===== src/rtl/mem_port_arbiter_if.sv =====
// Purpose: bundles the fetch, data, memory and status signals of the
//          mem_port_arbiter into one interface.
// Modports:
//   slave  - the arbiter: takes requests and memory responses, drives
//            done pulses, memory commands and status.
//   master - the environment: requesters plus the memory model.
interface mem_port_arbiter_if;
  // Fetch port
  logic        if_req;
  logic [63:0] if_addr;
  logic        if_valid;
  logic [31:0] if_rdata;
  // Data port
  logic        d_req;
  logic        d_we;
  logic [63:0] d_addr;
  logic [63:0] d_wdata;
  logic        d_valid;
  logic [63:0] d_rdata;
  // Memory side
  logic        mem_req;
  logic        mem_we;
  logic [63:0] mem_addr;
  logic [63:0] mem_wdata;
  logic        mem_ack;
  logic [63:0] mem_rdata;
  // Status
  logic        stall_if;
  logic        stall_mem;
  logic        busy;
  logic        err;

  modport slave (
    input  if_req, if_addr, d_req, d_we, d_addr, d_wdata, mem_ack, mem_rdata,
    output if_valid, if_rdata, d_valid, d_rdata,
    output mem_req, mem_we, mem_addr, mem_wdata,
    output stall_if, stall_mem, busy, err
  );

  modport master (
    output if_req, if_addr, d_req, d_we, d_addr, d_wdata, mem_ack, mem_rdata,
    input  if_valid, if_rdata, d_valid, d_rdata,
    input  mem_req, mem_we, mem_addr, mem_wdata,
    input  stall_if, stall_mem, busy, err
  );
endinterface


===== src/rtl/mem_port_arbiter.sv =====
// Purpose: shares one single-port memory between an instruction-fetch
//          requester and a load/store requester. Data wins by default, but
//          a waiting fetch is guaranteed a slot after STARVE_MAX consecutive
//          data grants. Each transaction waits for mem_ack, or aborts after
//          TIMEOUT wait cycles with zero read data and a sticky err flag.
// Ports:
//   clk   - sole clock
//   reset - asynchronous, active-high
//   bus   - mem_port_arbiter_if.slave (fetch, data, memory and status)
module mem_port_arbiter #(
  parameter int unsigned STARVE_MAX = 4,
  parameter int unsigned TIMEOUT    = 16
) (
  input  logic                      clk,
  input  logic                      reset,
  mem_port_arbiter_if.slave         bus
);

  localparam int unsigned WCW = $clog2(TIMEOUT + 1);

  typedef enum logic [1:0] {IDLE, I_WAIT, D_WAIT, RESP} state_t;

  state_t          state_q;
  logic [2:0]      starve_cnt_q;
  logic [WCW-1:0]  wait_cnt_q;
  logic            mem_req_q;
  logic            mem_we_q;
  logic [63:0]     mem_addr_q;
  logic [63:0]     mem_wdata_q;
  logic            if_valid_q;
  logic [31:0]     if_rdata_q;
  logic            d_valid_q;
  logic [63:0]     d_rdata_q;
  logic            err_q;
  logic            busy_q;

  // Grant decision for the IDLE state
  logic data_win;
  logic starve_ok;
  logic timeout_hit;

  assign starve_ok   = (starve_cnt_q < 3'(STARVE_MAX));
  assign data_win    = bus.d_req & (~bus.if_req | starve_ok);
  assign timeout_hit = (wait_cnt_q == WCW'(TIMEOUT - 1));

  // Arbiter FSM with all outputs registered
  always_ff @(posedge clk or posedge reset) begin
    if (reset) begin
      state_q      <= IDLE;
      starve_cnt_q <= '0;
      wait_cnt_q   <= '0;
      mem_req_q    <= 1'b0;
      mem_we_q     <= 1'b0;
      mem_addr_q   <= '0;
      mem_wdata_q  <= '0;
      if_valid_q   <= 1'b0;
      if_rdata_q   <= '0;
      d_valid_q    <= 1'b0;
      d_rdata_q    <= '0;
      err_q        <= 1'b0;
      busy_q       <= 1'b0;
    end else begin
      // Done pulses last a single cycle
      if_valid_q <= 1'b0;
      d_valid_q  <= 1'b0;

      case (state_q)
        IDLE: begin
          if (data_win) begin
            mem_req_q   <= 1'b1;
            mem_we_q    <= bus.d_we;
            mem_addr_q  <= bus.d_addr;
            mem_wdata_q <= bus.d_wdata;
            wait_cnt_q  <= '0;
            busy_q      <= 1'b1;
            state_q     <= D_WAIT;
            // Only grants that bypass a waiting fetch count toward starvation
            if (bus.if_req && starve_ok) begin
              starve_cnt_q <= starve_cnt_q + 3'd1;
            end
          end else if (bus.if_req) begin
            mem_req_q    <= 1'b1;
            mem_we_q     <= 1'b0;
            mem_addr_q   <= bus.if_addr;
            mem_wdata_q  <= '0;
            wait_cnt_q   <= '0;
            starve_cnt_q <= '0;
            busy_q       <= 1'b1;
            state_q      <= I_WAIT;
          end
        end

        I_WAIT, D_WAIT: begin
          // An ack in the timeout cycle still completes normally
          if (bus.mem_ack) begin
            mem_req_q <= 1'b0;
            state_q   <= RESP;
            if (state_q == I_WAIT) begin
              if_rdata_q <= bus.mem_rdata[31:0];
              if_valid_q <= 1'b1;
            end else begin
              d_rdata_q <= bus.mem_rdata;
              d_valid_q <= 1'b1;
            end
          end else if (timeout_hit) begin
            mem_req_q <= 1'b0;
            err_q     <= 1'b1;
            state_q   <= RESP;
            if (state_q == I_WAIT) begin
              if_rdata_q <= '0;
              if_valid_q <= 1'b1;
            end else begin
              d_rdata_q <= '0;
              d_valid_q <= 1'b1;
            end
          end else begin
            wait_cnt_q <= wait_cnt_q + WCW'(1);
          end
        end

        RESP: begin
          busy_q  <= 1'b0;
          state_q <= IDLE;
        end

        default: begin
          busy_q  <= 1'b0;
          state_q <= IDLE;
        end
      endcase
    end
  end

  assign bus.mem_req   = mem_req_q;
  assign bus.mem_we    = mem_we_q;
  assign bus.mem_addr  = mem_addr_q;
  assign bus.mem_wdata = mem_wdata_q;
  assign bus.if_valid  = if_valid_q;
  assign bus.if_rdata  = if_rdata_q;
  assign bus.d_valid   = d_valid_q;
  assign bus.d_rdata   = d_rdata_q;
  assign bus.err       = err_q;
  assign bus.busy      = busy_q;

  // Stall flags combine the live request with the registered done pulse
  assign bus.stall_if  = bus.if_req & ~if_valid_q;
  assign bus.stall_mem = bus.d_req & ~d_valid_q;

endmodule


===== src/flat_wrapper.sv =====
// flat-port wrapper written by rule: the top's interface ports become plain ports
module mem_port_arbiter_flat 
#(
  parameter int unsigned STARVE_MAX = 4,
  parameter int unsigned TIMEOUT    = 16
)
  (clk, reset, bus_if_req, bus_if_addr, bus_d_req, bus_d_we, bus_d_addr, bus_d_wdata, bus_mem_ack, bus_mem_rdata, bus_if_valid, bus_if_rdata, bus_d_valid, bus_d_rdata, bus_mem_req, bus_mem_we, bus_mem_addr, bus_mem_wdata, bus_stall_if, bus_stall_mem, bus_busy, bus_err);
  mem_port_arbiter_if bus_i ();
  input  logic clk;
  input  logic reset;
  input wire logic [$bits(bus_i.if_req)-1:0] bus_if_req;
  input wire logic [$bits(bus_i.if_addr)-1:0] bus_if_addr;
  input wire logic [$bits(bus_i.d_req)-1:0] bus_d_req;
  input wire logic [$bits(bus_i.d_we)-1:0] bus_d_we;
  input wire logic [$bits(bus_i.d_addr)-1:0] bus_d_addr;
  input wire logic [$bits(bus_i.d_wdata)-1:0] bus_d_wdata;
  input wire logic [$bits(bus_i.mem_ack)-1:0] bus_mem_ack;
  input wire logic [$bits(bus_i.mem_rdata)-1:0] bus_mem_rdata;
  output wire logic [$bits(bus_i.if_valid)-1:0] bus_if_valid;
  output wire logic [$bits(bus_i.if_rdata)-1:0] bus_if_rdata;
  output wire logic [$bits(bus_i.d_valid)-1:0] bus_d_valid;
  output wire logic [$bits(bus_i.d_rdata)-1:0] bus_d_rdata;
  output wire logic [$bits(bus_i.mem_req)-1:0] bus_mem_req;
  output wire logic [$bits(bus_i.mem_we)-1:0] bus_mem_we;
  output wire logic [$bits(bus_i.mem_addr)-1:0] bus_mem_addr;
  output wire logic [$bits(bus_i.mem_wdata)-1:0] bus_mem_wdata;
  output wire logic [$bits(bus_i.stall_if)-1:0] bus_stall_if;
  output wire logic [$bits(bus_i.stall_mem)-1:0] bus_stall_mem;
  output wire logic [$bits(bus_i.busy)-1:0] bus_busy;
  output wire logic [$bits(bus_i.err)-1:0] bus_err;
  assign bus_i.if_req = bus_if_req;
  assign bus_i.if_addr = bus_if_addr;
  assign bus_i.d_req = bus_d_req;
  assign bus_i.d_we = bus_d_we;
  assign bus_i.d_addr = bus_d_addr;
  assign bus_i.d_wdata = bus_d_wdata;
  assign bus_i.mem_ack = bus_mem_ack;
  assign bus_i.mem_rdata = bus_mem_rdata;
  assign bus_if_valid = bus_i.if_valid;
  assign bus_if_rdata = bus_i.if_rdata;
  assign bus_d_valid = bus_i.d_valid;
  assign bus_d_rdata = bus_i.d_rdata;
  assign bus_mem_req = bus_i.mem_req;
  assign bus_mem_we = bus_i.mem_we;
  assign bus_mem_addr = bus_i.mem_addr;
  assign bus_mem_wdata = bus_i.mem_wdata;
  assign bus_stall_if = bus_i.stall_if;
  assign bus_stall_mem = bus_i.stall_mem;
  assign bus_busy = bus_i.busy;
  assign bus_err = bus_i.err;
  mem_port_arbiter #(.STARVE_MAX(STARVE_MAX), .TIMEOUT(TIMEOUT)) u_core (.clk(clk), .reset(reset), .bus(bus_i));
endmodule

===== config.mk =====
export PLATFORM = sky130hd
export DESIGN_NAME = mem_port_arbiter_flat
export DESIGN_NICKNAME = d
export VERILOG_FILES = /design/src/rtl/mem_port_arbiter_if.sv /design/src/rtl/mem_port_arbiter.sv /design/src/flat_wrapper.sv
export SDC_FILE = /design/constraint.sdc
export NUM_CORES = 1
export LEC_CHECK = 0
export ABC_CLOCK_PERIOD_IN_PS = 16800
export CORE_AREA = 5 5 190 192
export DETAILED_ROUTE_END_ITERATION = 8
export DIE_AREA = 0 0 195 197
export GPL_TIMING_DRIVEN = 0
export PLACE_DENSITY = 0.63
export SYNTH_ARGS = -nofsm -noshare
export SYNTH_HDL_FRONTEND = slang
export SYNTH_SLANG_ARGS = --single-unit
export TNS_END_PERCENT = 10

===== constraint.sdc =====
create_clock -name clk -period 16.8 [get_ports clk]
set_input_delay 5.04 -clock clk [delete_from_list [all_inputs] [get_ports clk]]
set_output_delay 5.04 -clock clk [all_outputs]
set_load 0.01 [all_outputs]

# After elaboration in Yosys (flattened, before gate mapping)
# Cells that the tools add are included.
[totals]
register_bits = 240
input_bits = 262
out_inout_bits = 232
word_cells = 91
[op_classes]
n_addsub = 2
order_cmp = 1
n_eq_ne = 9
mux = 41
n_bitwise = 9
n_reduce_logical = 16
[op_table]
columns = ["operator", "count"]
rows = [
  ["two-way mux 64 bit", 8],
  ["two-way mux 32 bit", 4],
  ["two-way mux 5 bit", 4],
  ["AND reduction 3 bit", 5],
  ["two-way mux 1 bit", 14],
  ["case mux 5 bit (2 select lines)", 1],
  ["two-way mux 3 bit", 3],
  ["two-way mux 2 bit", 4],
  ["nonzero test 2 bit", 4],
  ["inequality test 2 bit (second input constant)", 3],
  ["inequality test 3 x 2 -> 1 bit (second input constant)", 2],
  ["case mux 2 bit (3 select lines)", 1],
  ["AND reduction 2 bit", 3],
  ["adder 5 x 1 -> 5 bit (second input constant)", 1],
  ["== test 5 x 4 -> 1 bit (second input constant)", 1],
  ["NOT 1 bit", 5],
  ["== test 2 bit (second input constant)", 2],
  ["case mux 1 bit (2 select lines)", 2],
  ["AND reduction 4 bit", 1],
  ["adder 3 x 1 -> 3 bit (second input constant)", 1],
  ["bitwise AND 1 bit", 3],
  ["< comparator 3 bit (second input constant)", 1],
  ["== test 2 x 1 -> 1 bit (second input constant)", 1],
  ["zero test 2 bit", 1],
  ["other kinds (3)", 3],
]

# Logic depth before layout (Yosys ltp)
# Gate-level depths: netlist (run 1).
[logic_depth]
ltp_word = 5
mapped_depth = 11
mapped_depth_nobuf = 7

# Worst setup path after synthesis (run 1)
# Ideal clock, no wire load.
[synth_timing]
path_kind = "input to output"
from = "in bus_if_req"
to = "out bus_stall_if"
arrival_ns = 5.237
slack_ns = 6.523
stages = 1
path_buffers = 0
path_cell_list = "nor2b_1"
[synth_via]
elab_chain_cells = 1
[synth_rtl]
columns = ["element", "line_no", "rtl"]
rows = [
  ["start: declaration", "flat_wrapper.sv:11", "input wire logic [$bits(bus_i.if_req)-1:0] bus_if_req;"],
  ["bitwise AND 1 bit", "mem_port_arbiter.sv:146", "assign bus.stall_if = bus.if_req & ~if_valid_q;"],
  ["end: declaration", "flat_wrapper.sv:27", "output wire logic [$bits(bus_i.stall_if)-1:0] bus_stall_if;"],
]
# Every way passes these cells.

# Worst setup path after layout (run 1)
[layout_timing]
from = "in bus_d_req"
to = "out bus_stall_mem"
[layout_via]
elab_chain_cells = 1
[layout_rtl]
columns = ["element", "line_no", "rtl"]
rows = [
  ["start: declaration", "flat_wrapper.sv:13", "input wire logic [$bits(bus_i.d_req)-1:0] bus_d_req;"],
  ["bitwise AND 1 bit", "mem_port_arbiter.sv:147", "assign bus.stall_mem = bus.d_req & ~d_valid_q;"],
  ["end: declaration", "flat_wrapper.sv:28", "output wire logic [$bits(bus_i.stall_mem)-1:0] bus_stall_mem;"],
]
# Every way passes these cells.

==> flow_metrics.py, run 1 <==
metrics = {
    "pwr": {
        "switchingPower_mw": 0.935,
        "intPower_mw": 1.76,
        "p_leak_nw": 7.06,
        "seqPwrFrac_pct": 35.1,
        "combinationalPowerShare_pct": 43.6,
        "p_clk_share_pct": 21.4,
        "power_density_mw_per_mm2": 168,
        "swShare_pct": 34.7,
        "ir_drop_uv": 86.3,
    },
    "drt": {
        "drc": 0,
        "viasPerCell": 4.56,
        "totalWireLength_um": 36800,
        "initialDrtViolationCount": 352,
        "ant_nets": 0,
        "drt_pass1_iterations": 5,
        "vias": 8601,
        "wl_per_cell_um": 19.5,
    },
    "die": {
        "die_w_um": 195,
        "dieHeight_um": 197,
        "core_mm2": 0.0342,
        "ios": 494,
        "start_util_pct": 28.1,
        "dieArea_mm2": 0.0384,
        "std_cell_rows": 68,
    },
    "timing": {
        "finalSetupViolations": 0,
        "max_freq_mhz": 87.2,
        "hold_violations": 0,
        "slew_violations": 0,
        "clock_skew_ns": 0.00931,
        "rsz0062_at_grt": "false",
        "period_needed_ns": 11.46,
        "period_share_pct": 68.2,
        "worstMarginPinSlew_ns": 0.706,
        "slew_headroom_pct": 52.9,
        "tns_ns": 0,
    },
    "place": {
        "dp_cells": 1842,
        "place_area_mm2": 0.0152,
        "gp_congestion": 0.866,
        "portBuffers": 493,
        "place_hpwl_um": 28700,
    },
    "worst_setup_path": {
        "crit_family": "buffers and inverters",
        "crit_path_max_incr_delay_ns": 0.62,
        "cpMaxStageDelayCell": "clkdlybuf4s50_1",
        "crit_arrival_ns": 6.42,
        "path_buf_inv": 2,
        "critPathKind": "in -> out",
        "ff2ff_path_depth": 9,
        "crit_required_ns": 11.76,
        "cp-end-kind": "output port",
        "worstSetupStartpointType": "input port",
        "cp.depth": 3,
        "cp_max_fo": 5,
        "crit_path_frequent_cell": "clkdlybuf4s50_1",
        "crit_chain": "clkdlybuf4s50_1 -> nor2b_1 -> clkdlybuf4s50_1",
    },
    "logic_synthesis": {
        "async_reset_ff_share_pct": 100,
        "synth_nets": 1161,
        "synth_top_area_share_pct": 62.5,
        "synth-main-ff-cell": "dfrtp_1",
        "netlist_area_mm2": 0.00962,
        "syn_avg_cell_area_um2": 10.8,
        "ys_ff_latch": 240,
        "ys_warn_count": 0,
        "synth_cell_types": 32,
        "syn_inst": 892,
        "synth-edff-count": 0,
        "synth_seq_area_share_pct": 62.5,
        "yosys.area.top_type": "dfrtp_1",
        "synth_area_leaders": "dfrtp_1 (62%), nand2_1 (9.3%), o21ai_0 (8.6%), mux2i_1 (6.7%), a22o_1 (6.0%)",
    },
    "clocking": {
        "cts_hold_buf": 0,
        "numClockSinks": 240,
        "cts_tree": "yes",
        "postCtsSetupRepairBufs": 0,
        "cts.path.max_buffers": 3,
        "cts_buffers": 27,
        "clockRootBuffer": "clkbuf_16",
        "clock_latency_ns": 0.52,
        "cts_resized": 0,
        "h-tree-depth": 1,
        "clk_pin_slew_ns": 0.05,
    },
    "run": {
        "drv_cap": 0,
    },
    "finish": {
        "fin_nets": 1685,
        "area_growth_pct": 66.7,
        "diodes": 0,
        "drive_gt1_share_pct": 5.80,
        "stdcell_count": 1886,
        "final_area_mm2": 0.0160,
    },
    "global_route": {
        "antenna_found_initial": 0,
        "grt_pass1_wl_um": 55800,
        "gr-usage-all-layers_pct": 18.3,
        "overflow": 0,
        "grt_max_degree": 112,
        "grt_pass1_vias": 9178,
    },
    "hold_path": {
        "hold_class": "reg -> reg",
        "whs_path_depth": 2,
    },
    "outcome": {
        "status": "complete, no violations",
    },
}
## stage by stage
stage               util [%]  power (mW)  setup slack, ns  hold WS (ns)
floorplan                  -        1.43             5.17         0.454
global placement        44.2        2.12             1.87         0.463
detailed placement      44.4        2.14             5.34         0.469
CTS                     46.9        2.74             5.33         0.482
global route            46.9        2.87             5.30         0.499
finish                  46.9        2.69             5.34         0.475
## power by group through the flow
stage | clock (mW) | combinational [mW] | sequential, mW
after floorplan | 0 | 0.392 | 1.04
after CTS | 0.594 | 1.20 | 0.945
after global routing | 0.616 | 1.28 | 0.973
final | 0.576 | 1.17 | 0.945
after global placement | 0 | 1.18 | 0.945
after detailed placement | 0 | 1.19 | 0.950
## worst register-to-register path: stages (launching register included)
cell      delay [ns]
dfrtp_1         0.42
ha_1            0.22
and3_1          0.19
ha_1            0.22
or2_1           0.20
buf_2           0.17
nand3b_1        0.14
buf_4           0.22
clkbuf_1        0.41
o21ai_0         0.19
## per-layer routing
layer,up-vias,share of wire [%],track usage [%]
met3,61,6.8,4.77
met5,-,0,0
met4,0,2.4,4.71
met2,291,50,31.3
li1,4110,-,-
met1,4139,41,23.2
## final timing paths
kind / startpoint / to / slack (ns)
min in group asynchronous: reset / u_core.bus.mem_wdata[13] / 4.88
worst max-delay path: bus_d_req / bus_stall_mem / 5.34
worst min register to register: u_core.bus.mem_addr[44] / u_core.bus.mem_addr[44] / 0.48
worst min-delay path: u_core.bus.mem_addr[44] / u_core.bus.mem_addr[44] / 0.48
max in group asynchronous: reset / u_core.bus.mem_addr[4] / 11.07
worst max register to register: u_core.wait_cnt_q[0] / u_core.bus.d_rdata[23] / 14.27
## cells by family (layout without fill, tap and decap cells)
logic type | after synthesis | in the layout | share of synthesized area, %
flip-flops | 240 | 240 | 62.5
multiplexers | 64 | 64 | 6.66
adder cells (fa/ha/maj) | 7 | 7 | 0.911
buffers and inverters | 74 | 613 | 3.58
AO/OA/AOI/OAI | 241 | 241 | 15.3
AND/OR/NAND/NOR | 266 | 266 | 11.1
## Yosys cell counts, types with 2 or more instances
cell type,count
nand4_1,2
or4b_1,3
nor2_1,3
nand3_1,9
o21ai_0,166
buf_1,5
nor2b_1,3
buf_2,35
ha_1,7
dfrtp_1,240
a21oi_1,2
nand2_1,238
a22o_1,66
buf_4,4
mux2i_1,64
o22a_1,2
clkbuf_1,23
inv_1,6
## cells in the final DEF, fill, tap and decap left out, types with 3 or more instances in the layout
cell type,netlist,routed
a22o_1,66,66
buf_1,5,5
buf_2,35,35
buf_4,4,4
clkbuf_1,23,28
clkbuf_16,0,27
clkbuf_8,0,4
clkdlybuf4s50_1,0,493
clkinv_2,0,3
dfrtp_1,240,240
ha_1,7,7
inv_1,6,5
mux2i_1,64,64
nand2_1,238,238
nand3_1,9,9
nor2_1,3,3
nor2b_1,3,3
o21ai_0,166,166
or4b_1,3,3
## cell type report
class,count,area [um2]
fillers,3229,18200
repair buffers,495,4990
clock inverters,8,98.8
flip-flops and latches,240,6010
multi-input cells,578,3270
inverters,6,30.0
clock buffers,36,749
well taps,455,569
plain buffers,68,322
## registers in the layout (all words and copies together) (netlist names)
register / flops
u_core.starve_cnt_q: 3
u_core.bus.mem_req: 1
u_core.bus.err: 1
u_core.bus.if_rdata: 32
u_core.bus.mem_we: 1
u_core.bus.mem_wdata: 64
u_core.wait_cnt_q: 5
u_core.bus.mem_addr: 64
u_core.bus.if_valid: 1
u_core.bus.d_rdata: 64
u_core.bus.busy: 1
u_core.bus.d_valid: 1
u_core.state_q: 2
No activity file was read; power rests on OpenSTA's default activity.
==> run 2: changes to the inputs <==
--- a/config.mk
+++ b/config.mk
@@ -5,12 +5,12 @@
 export SDC_FILE = /design/constraint.sdc
 export NUM_CORES = 1
 export LEC_CHECK = 0
-export ABC_CLOCK_PERIOD_IN_PS = 16800
+export ABC_CLOCK_PERIOD_IN_PS = 9890
 export CORE_AREA = 5 5 190 192
 export DETAILED_ROUTE_END_ITERATION = 8
 export DIE_AREA = 0 0 195 197
 export GPL_TIMING_DRIVEN = 0
-export PLACE_DENSITY = 0.63
+export PLACE_DENSITY = 0.66
 export SYNTH_ARGS = -nofsm -noshare
 export SYNTH_HDL_FRONTEND = slang
 export SYNTH_SLANG_ARGS = --single-unit
==> constraint.sdc (replaced) <==
create_clock -name clk -period 9.89 [get_ports clk]
set_input_delay 2.967 -clock clk [delete_from_list [all_inputs] [get_ports clk]]
set_output_delay 2.967 -clock clk [all_outputs]
set_load 0.01 [all_outputs]
==> flow_metrics.py, run 2 (same netlist as run 1, synthesis figures left out) <==
metrics = {
    "clocking": {
        "clockRootBuffer": "clkbuf_16",
        "cts_tree": "yes",
        "clk_pin_slew_ns": 0.06,
        "cts.path.max_buffers": 3,
        "postCtsSetupRepairBufs": 0,
        "cts_buffers": 27,
        "cts_hold_buf": 0,
        "cts_resized": 0,
        "h-tree-depth": 1,
        "clock_latency_ns": 0.54,
        "numClockSinks": 240,
    },
    "run": {
        "drv_cap": 0,
    },
    "worst_setup_path": {
        "ff2ff_path_depth": 9,
        "crit_chain": "clkdlybuf4s50_1 -> nor2b_1 -> clkdlybuf4s50_1",
        "cp_max_fo": 5,
        "worstSetupStartpointType": "input port",
        "critPathKind": "in -> out",
        "crit_arrival_ns": 4.37,
        "crit_path_max_incr_delay_ns": 0.64,
        "cpMaxStageDelayCell": "clkdlybuf4s50_1",
        "r2r_end": "u_core.bus.d_rdata[16]",
        "crit_required_ns": 6.92,
        "r2r-start": "u_core.wait_cnt_q[1]",
        "cp-end-kind": "output port",
        "crit_path_frequent_cell": "clkdlybuf4s50_1",
        "rrSetupSlack_ns": 7.32,
    },
    "finish": {
        "layout_commonest_cell": "clkdlybuf4s50_1",
        "seq_area_mm2": 0.00601,
        "fillers": 3243,
        "fin_nets": 1685,
        "diodes": 0,
        "area_growth_pct": 66.9,
        "multi_input_area_mm2": 0.00327,
        "layout_common_cells": "clkdlybuf4s50_1 (493), dfrtp_1 (240), nand2_1 (238), o21ai_0 (166), a22o_1 (66)",
        "drive_gt1_share_pct": 6.13,
        "final_area_mm2": 0.0160,
        "stdcell_count": 1890,
    },
    "hold_path": {
        "hold_start": "u_core.bus.d_rdata[33]",
        "min_to": "u_core.bus.d_rdata[33]",
        "hold_class": "reg -> reg",
        "whs_path_depth": 2,
    },
    "pwr": {
        "ir_drop_uv": 125,
        "fin_total_pwr_mw": 4.57,
        "p_leak_nw": 7.08,
        "power_density_mw_per_mm2": 285,
    },
    "timing": {
        "worstMarginPinSlew_ns": 1.04,
        "finalSetupViolations": 0,
        "period_needed_ns": 7.34,
        "hold_violations": 0,
        "max_freq_mhz": 136,
        "period_share_pct": 74.2,
        "clock_skew_ns": 0.0121,
        "rsz0062_at_grt": "false",
        "slew_headroom_pct": 30.1,
        "slew_violations": 0,
        "tns_ns": 0,
        "hold_ws_ns": 0.476,
    },
    "global_route": {
        "overflow": 0,
        "grt_pass1_vias": 9269,
        "antenna_found_initial": 0,
        "grt_pass1_wl_um": 55200,
        "grt_max_degree": 113,
        "gr-usage-all-layers_pct": 17.9,
    },
    "place": {
        "place_hpwl_um": 28200,
        "dp_cells": 1842,
        "gp_congestion": 0.854,
        "portBuffers": 493,
        "place_area_mm2": 0.0152,
    },
    "die": {
        "dieArea_mm2": 0.0384,
        "ios": 494,
        "die_w_um": 195,
        "std_cell_rows": 68,
        "core_mm2": 0.0342,
        "dieHeight_um": 197,
        "start_util_pct": 28.1,
    },
    "outcome": {
        "status": "complete, no violations",
    },
    "drt": {
        "initialDrtViolationCount": 309,
        "totalWireLength_um": 36300,
        "drc": 0,
        "ant_nets": 0,
        "drt_pass1_iterations": 6,
        "viasPerCell": 4.64,
        "wl_per_cell_um": 19.2,
        "vias": 8772,
    },
}
==> run 2: cell types whose count changed in the layout (fill, tap and decap cells not counted) <==
cell / before / now
clkinvlp_4: 2 / 1
clkinv_4: 0 / 1
clkbuf_8: 4 / 9
clkinv_2: 3 / 5
clkbuf_1: 28 / 27
bufinv_16: 2 / 0
==> run 2: power breakdown <==
part | internal (mW) | switching (mW) | leakage [nW] | total (mW)
combinational | 1.03 | 0.969 | 3.58 | 2.00
sequential | 1.38 | 0.221 | 3.07 | 1.60
clock | 0.567 | 0.406 | 0.431 | 0.973
==> run 2: how the worst max path moves through the flow <==
| stage | startpoint | endpoint | slack, ns | cells past startpoint |
|---|---|---|---|---|
| floorplan | reset | u_core.bus.busy | 0.33 | 1 |
| global placement | reset | u_core.bus.mem_addr[61] | -2.91 | 2 |
| detailed placement | bus_d_req | bus_stall_mem | 2.53 | 3 |
| CTS | bus_d_req | bus_stall_mem | 2.54 | 3 |
| global route | bus_d_req | bus_stall_mem | 2.51 | 3 |
| finish | bus_d_req | bus_stall_mem | 2.55 | 3 |
==> run 2: per-stage QoR <==
| stage | util, % | worst slack [ns] |
|---|---|---|
| after floorplan | - | 0.335 |
| after global placement | 44.2 | -2.91 |
| after detailed placement | 44.4 | 2.53 |
| after CTS | 46.9 | 2.54 |
| after global routing | 46.9 | 2.51 |
| final | 46.9 | 2.55 |
==> run 2: layout make-up <==
| cell class | count | share of cell area, % |
|---|---|---|
| inverter | 6 | 0.187 |
| buffer | 68 | 2.00 |
| tap | 455 | 3.55 |
| timing repair buffer | 495 | 31.1 |
| clock buffer | 40 | 5.08 |
| multi-input combinational | 578 | 20.4 |
| sequential | 240 | 37.4 |
| clock inverter | 8 | 0.312 |
==> run 2: worst max-delay path: cells and delay by family <==
family | cells | cell delay [ns]
buffers and inverters | 2 | 1.24
AND/OR/NAND/NOR | 1 | 0.17
==> run 2: metal layers <==
layer / vias up / global-route usage, % / wire [um]
met3: 75 / 4.89 / 2640
met4: 0 / 6.21 / 1310
met2: 326 / 29.6 / 17600
met1: 4258 / 22.8 / 14800
met5: - / 0 / 0
li1: 4113 / - / -
